**src/rtl/mac_tx_scheduler.sv**
```systemverilog
// mac_tx_scheduler: round-robin frame scheduler for a MAC TX generator.
// Grants one requester at a time, tracks completion/timeout, enforces IPG.
//
// Ports:
//   clk, i_rst_n        clock, async active-low reset
//   i_enable            scheduler enable, sampled in IDLE only
//   i_req               per-requester level request
//   i_eth_type          per-requester EtherType, 16 bits each
//   i_interrupt         per-requester mode byte, 8 bits each
//   i_gen_done          generator frame-complete pulse
//   o_grant             one-hot grant, held through RUN
//   o_gen_start         generator start, held through RUN
//   o_gen_eth_type      latched EtherType of the winner
//   o_gen_interrupt     latched mode byte of the winner
//   o_ack               completion pulse to the winner
//   o_timeout           abandoned-frame pulse
//   o_busy              high in RUN and IPG
//   o_frame_count       saturating completed-frame count
module mac_tx_scheduler #(
  parameter int NUM_REQ        = 4,
  parameter int IPG_CYCLES     = 12,
  parameter int TIMEOUT_CYCLES = 1024
) (
  input  logic                  clk,
  input  logic                  i_rst_n,
  input  logic                  i_enable,
  input  logic [NUM_REQ-1:0]    i_req,
  input  logic [NUM_REQ*16-1:0] i_eth_type,
  input  logic [NUM_REQ*8-1:0]  i_interrupt,
  input  logic                  i_gen_done,
  output logic [NUM_REQ-1:0]    o_grant,
  output logic                  o_gen_start,
  output logic [15:0]           o_gen_eth_type,
  output logic [7:0]            o_gen_interrupt,
  output logic [NUM_REQ-1:0]    o_ack,
  output logic                  o_timeout,
  output logic                  o_busy,
  output logic [15:0]           o_frame_count
);

  localparam int IW = (NUM_REQ > 1) ? $clog2(NUM_REQ) : 1;
  localparam int TW = $clog2(TIMEOUT_CYCLES);
  localparam int GW = (IPG_CYCLES > 1) ? $clog2(IPG_CYCLES) : 1;

  localparam logic [TW-1:0] TO_LAST = TW'(TIMEOUT_CYCLES - 1);
  localparam logic [GW-1:0] IPG_LAST =
    GW'((IPG_CYCLES > 0) ? IPG_CYCLES - 1 : 0);

  localparam logic [NUM_REQ-1:0] ONE = NUM_REQ'(1);

  typedef enum logic [1:0] {
    S_IDLE,
    S_RUN,
    S_IPG
  } state_t;

  state_t state_q, state_d;

  logic [IW-1:0]      ptr_q, ptr_d;
  logic [IW-1:0]      win_q, win_d;
  logic [TW-1:0]      run_cnt_q, run_cnt_d;
  logic [GW-1:0]      ipg_cnt_q, ipg_cnt_d;
  logic [NUM_REQ-1:0] grant_q, grant_d;
  logic               start_q, start_d;
  logic [15:0]        eth_q, eth_d;
  logic [7:0]         intr_q, intr_d;
  logic [NUM_REQ-1:0] ack_q, ack_d;
  logic               to_q, to_d;
  logic               busy_q, busy_d;
  logic [15:0]        frame_cnt_q, frame_cnt_d;

  logic [15:0] eth_a [NUM_REQ];
  logic [7:0]  intr_a [NUM_REQ];

  for (genvar k = 0; k < NUM_REQ; k++) begin : g_unpack
    assign eth_a[k]  = i_eth_type[16*k +: 16];
    assign intr_a[k] = i_interrupt[8*k +: 8];
  end

  // Round-robin pick: first set request at or after ptr_q, wrapping.
  logic          found;
  logic [IW-1:0] win;

  always_comb begin
    found = 1'b0;
    win   = '0;
    for (int i = 0; i < NUM_REQ; i++) begin
      int idx;
      idx = int'(ptr_q) + i;
      if (idx >= NUM_REQ) idx = idx - NUM_REQ;
      if (!found && i_req[IW'(idx)]) begin
        found = 1'b1;
        win   = IW'(idx);
      end
    end
  end

  logic [IW-1:0] win_nxt;

  assign win_nxt = (win == IW'(NUM_REQ - 1)) ? '0 : win + 1'b1;

  logic run_exit;

  assign run_exit = i_gen_done || (run_cnt_q == TO_LAST);

  always_comb begin
    state_d     = state_q;
    ptr_d       = ptr_q;
    win_d       = win_q;
    run_cnt_d   = run_cnt_q;
    ipg_cnt_d   = ipg_cnt_q;
    grant_d     = grant_q;
    start_d     = start_q;
    eth_d       = eth_q;
    intr_d      = intr_q;
    ack_d       = '0;
    to_d        = 1'b0;
    busy_d      = busy_q;
    frame_cnt_d = frame_cnt_q;

    unique case (state_q)
      S_IDLE: begin
        if (i_enable && found) begin
          state_d   = S_RUN;
          ptr_d     = win_nxt;
          win_d     = win;
          run_cnt_d = '0;
          grant_d   = ONE << win;
          start_d   = 1'b1;
          eth_d     = eth_a[win];
          intr_d    = intr_a[win];
          busy_d    = 1'b1;
        end
      end
      S_RUN: begin
        if (run_exit) begin
          grant_d = '0;
          start_d = 1'b0;
          // Done has priority over a coincident timeout.
          if (i_gen_done) begin
            ack_d = ONE << win_q;
            if (frame_cnt_q != 16'hFFFF) begin
              frame_cnt_d = frame_cnt_q + 16'd1;
            end
          end else begin
            to_d = 1'b1;
          end
          if (IPG_CYCLES == 0) begin
            state_d = S_IDLE;
            busy_d  = 1'b0;
          end else begin
            state_d   = S_IPG;
            ipg_cnt_d = '0;
          end
        end else begin
          run_cnt_d = run_cnt_q + 1'b1;
        end
      end
      S_IPG: begin
        if (ipg_cnt_q == IPG_LAST) begin
          state_d = S_IDLE;
          busy_d  = 1'b0;
        end else begin
          ipg_cnt_d = ipg_cnt_q + 1'b1;
        end
      end
      default: begin
        state_d = S_IDLE;
        grant_d = '0;
        start_d = 1'b0;
        busy_d  = 1'b0;
      end
    endcase
  end

  always_ff @(posedge clk or negedge i_rst_n) begin
    if (!i_rst_n) begin
      state_q     <= S_IDLE;
      ptr_q       <= '0;
      win_q       <= '0;
      run_cnt_q   <= '0;
      ipg_cnt_q   <= '0;
      grant_q     <= '0;
      start_q     <= 1'b0;
      eth_q       <= '0;
      intr_q      <= '0;
      ack_q       <= '0;
      to_q        <= 1'b0;
      busy_q      <= 1'b0;
      frame_cnt_q <= '0;
    end else begin
      state_q     <= state_d;
      ptr_q       <= ptr_d;
      win_q       <= win_d;
      run_cnt_q   <= run_cnt_d;
      ipg_cnt_q   <= ipg_cnt_d;
      grant_q     <= grant_d;
      start_q     <= start_d;
      eth_q       <= eth_d;
      intr_q      <= intr_d;
      ack_q       <= ack_d;
      to_q        <= to_d;
      busy_q      <= busy_d;
      frame_cnt_q <= frame_cnt_d;
    end
  end

  assign o_grant         = grant_q;
  assign o_gen_start     = start_q;
  assign o_gen_eth_type  = eth_q;
  assign o_gen_interrupt = intr_q;
  assign o_ack           = ack_q;
  assign o_timeout       = to_q;
  assign o_busy          = busy_q;
  assign o_frame_count   = frame_cnt_q;

endmodule

```
**config.mk**
```make
export PLATFORM = sky130hd
export DESIGN_NAME = mac_tx_scheduler
export DESIGN_NICKNAME = d
export VERILOG_FILES = /design/src/rtl/mac_tx_scheduler.sv
export SDC_FILE = /design/constraint.sdc
export NUM_CORES = 1
export LEC_CHECK = 0
export BUFFER_PORTS_ARGS = -buffer_cell sky130_fd_sc_hd__buf_2
export CAP_MARGIN = 30
export CORE_MARGIN = 1.5
export CORE_UTILIZATION = 55
export CTS_BUF_LIST = sky130_fd_sc_hd__clkbuf_8
export DETAILED_ROUTE_END_ITERATION = 8
export MAX_ROUTING_LAYER = met4
export PLACE_DENSITY = 0.93
export SETUP_SLACK_MARGIN = 0.1
export SLEW_MARGIN = 25
export SYNTH_ARGS = -nofsm -noshare
export SYNTH_HDL_FRONTEND = slang
export SYNTH_SLANG_ARGS = --single-unit
```
**constraint.sdc**
```tcl
create_clock -name clk -period 5.9 [get_ports clk]
set_clock_uncertainty 0.15 [all_clocks]
set_input_delay 0.885 -clock clk [delete_from_list [all_inputs] [get_ports clk]]
set_output_delay 0.885 -clock clk [all_outputs]
set_load 0.01 [all_outputs]
```
==> flow_metrics.env <==
export IMPL_post_cts_buffers=0
export IMPL_min_path_cells=1
export IMPL_grt_setup_unrepaired="false"
export IMPL_antenna_found_initial=0
export IMPL_maxCapViolations=0
export IMPL_nets=666
export IMPL_syn_instance_count=412
export IMPL_p_per_area_nw_per_um2=394
export IMPL_yosysUniqueCellTypes=45
export IMPL_synth_seq_cells=71
export IMPL_num_rows=30
export IMPL_worst_path_max_fanout=28
export IMPL_grt_usage_pct=30.4
export IMPL_die_area_sq_um=7840
export IMPL_fp_dieW_um=88.5
export IMPL_antenna_left=0
export IMPL_yosysWarnings=0
export IMPL_ios=155
export IMPL_status="finished clean"
export IMPL_hold_violations=0
export IMPL_crit_path_max_incr_delay_ps=660
export IMPL_p_leak_nw=2.51
export IMPL_combPwrFrac_pct=42.4
export IMPL_portBuffers=154
export IMPL_crit_path_end_kind="register"
export IMPL_dp_slack_ps=2630
export IMPL_cp_depth=7
export IMPL_numCtsBuffers=9
export IMPL_finalCritPeriodShare_pct=49.3
export IMPL_drt_pre_antenna_iters=5
export IMPL_core_area_sq_um=6940
export IMPL_p_sw_mw=0.811
export IMPL_reg2reg_depth=6
export IMPL_ys_flop_type="dfrtp_1"
export IMPL_synth_most_common_cell="dfrtp_1"
export IMPL_die_y_um=88.5
export IMPL_vias=3954
export IMPL_worst_pin_slew_ps=946
export IMPL_synth_edf_count=0
export IMPL_swShare_pct=40.4
export IMPL_fmax_ghz=0.343
export IMPL_diodes=0
export IMPL_cts_repair_resized=0
export IMPL_slew_limit_headroom_pct=36.8
export IMPL_peakVddDrop_mv=0.291
export IMPL_clk_pin_slew_worst_paths_ps=90
export IMPL_fillers=498
export IMPL_p_int_mw=1.20
export IMPL_cp_start_kind="input pin"
export IMPL_synth_largest_area_cell="dfrtp_1"
export IMPL_cts_sinks=71
export IMPL_r2r_slack_ps=3190
export IMPL_stdcell_count=656
export IMPL_worst_path_buf_inv=2
export IMPL_critPathTopFamily="simple AND/OR/NAND/NOR gates"
export IMPL_fin_tns_setup_ps=0
export IMPL_syn_nets=523
export IMPL_yosys_top_cells_count="dfrtp_1, nand2_1, nand4_1, mux2i_1"
export IMPL_initial_core_util_pct=57.9
export IMPL_synth_top_cells_by_area="dfrtp_1, mux2i_1, a211o_1, nand2_1, o211ai_1"
export IMPL_critPathRequiredTime_ps=5990
export IMPL_min_period_ps=2910
export IMPL_area_growth_pct=26.7
export IMPL_drc=0
export IMPL_grt_pass1_vias=3863
export IMPL_drive_gt1_share_pct=33.6
export IMPL_grt_start_max_net_pins=72
export IMPL_syn_avg_cell_area_sq_um=9.76
export IMPL_async_flop_share_pct=100
export IMPL_ctsLongestPathBuffers=2
export IMPL_clk_latency_ps=340
export IMPL_setup_viol=0
export IMPL_clockPowerShare_pct=19.5
export IMPL_gp_congestion=0.884
export IMPL_ctsHtreeMaxLevel=3
export IMPL_yosys_area_top_type_share_pct=44.2
export IMPL_viasPerCell=6.03
export IMPL_netlist_area_sq_um=4020
export IMPL_finish_utilization_pct=73.4
export IMPL_slowest_stage="nand2_1"
export IMPL_wl_mm=11.1
export IMPL_cts_hold_buffers=0
export IMPL_crit_type="input pin to register"
export IMPL_clockRootBuffer="clkbuf_8"
export IMPL_finalMaxSlewViolations=0
export IMPL_seq_power_share_pct=38.1
export IMPL_hold_path_class="register to register"
export IMPL_first_iter_violations=243
export IMPL_place_hpwl_mm=8.01
export IMPL_dpl_cell_count=637
export IMPL_cts_tree="built"
export IMPL_worstPathCellList="buf_2, nand2b_1, a211oi_1, nor2_1, inv_2, nand2_1, o211ai_1"
export IMPL_grt_overflow_total=0
export IMPL_worstPathArrival_ps=3000
export IMPL_worst_slack_ps=2990
export IMPL_wl_per_cell_um=16.9
export IMPL_ys_seq_area_share_pct=44.2
export IMPL_grt_first_pass_wirelength_mm=17.8
-- metal layers --
layer | routed length, um | vias to the layer above | GRT usage [%]
li1 | - | 1816 | -
met1 | 4500 | 1877 | 38.4
met2 | 5330 | 228 | 47.1
met3 | 942 | 33 | 6.25
met4 | 332 | 0 | 14.1
met5 | 0 | - | -
-- state kept, by name (all words and copies together) (netlist names) --
signal           flops
o_frame_count       16
o_gen_eth_type      16
o_busy               1
o_timeout            1
o_ack                4
o_grant              4
run_cnt_q           10
ipg_cnt_q            4
o_gen_interrupt      8
state_q              2
win_q                2
o_gen_start          1
ptr_q                2
-- worst register-to-register path, stage by stage, from the launching register on --
cell and delay, ps:
dfrtp_1 460, nor3b_1 180, a211oi_1 210, nor2_1 110
inv_2 390, nand2_1 660, o211ai_1 460
-- power groups by stage --
stage | clock, mW | combinational (mW) | sequential [mW]
floorplan | 0 | 0.513 | 0.793
global placement | 0 | 0.772 | 0.757
detailed placement | 0 | 0.840 | 0.765
CTS | 0.395 | 0.841 | 0.760
global route | 0.417 | 0.945 | 0.779
finish | 0.392 | 0.853 | 0.765
-- cell type report --
class	count	area (sq um)	area share, %
clock inverter	6	60.1	1.18
multi-input combinational	305	2090	41.1
tap	96	120	2.36
timing repair buffer	160	876	17.2
sequential	71	1780	34.9
clock buffer	10	138	2.70
inverter	8	32.5	0.638
-- cell usage in the layout (no fill, tap or decap), drive strengths merged, types with 6 or more instances in the layout --
cell type / instances
a211o: 25
a21oi: 6
buf: 160
clkbuf: 10
dfrtp: 71
ha: 7
inv: 8
mux2i: 28
nand2: 52
nand3: 7
nand4: 30
nor2: 25
nor3: 10
o211ai: 26
o21ai: 9
o31ai: 26
xnor2: 13
xor2: 6
-- through the flow --
stage               total power [mW]  hold WS, ps  instance area, sq um
floorplan                       1.31          305                  4020
global placement                1.53          322                  4790
detailed placement              1.61          329                  4850
CTS                             2.00          339                  5050
global route                    2.14          368                  5100
finish                          2.01          335                  5100
-- worst paths after layout --
| check | from | end |
|---|---|---|
| max in group asynchronous | i_rst_n | o_gen_eth_type[2] |
| worst min register to register | o_frame_count[13] | o_frame_count[13] |
| worst max-delay path | i_req[3] | o_gen_eth_type[13] |
| worst max register to register | ptr_q[0] | o_gen_eth_type[13] |
| min in group asynchronous | i_rst_n | o_busy |
| worst min-delay path | o_frame_count[13] | o_frame_count[13] |
-- cell families after synthesis --
kind of cell    Yosys count  share of synthesized area [%]
buf+inv                  36                           4.23
fa+ha+maj                 7                           2.18
flops                    71                           44.2
simple gates            146                           18.3
mux                      30                           7.53
xor+xnor                 19                           4.14
compound gates          103                           19.5
No activity file was read; power rests on OpenSTA's default activity.
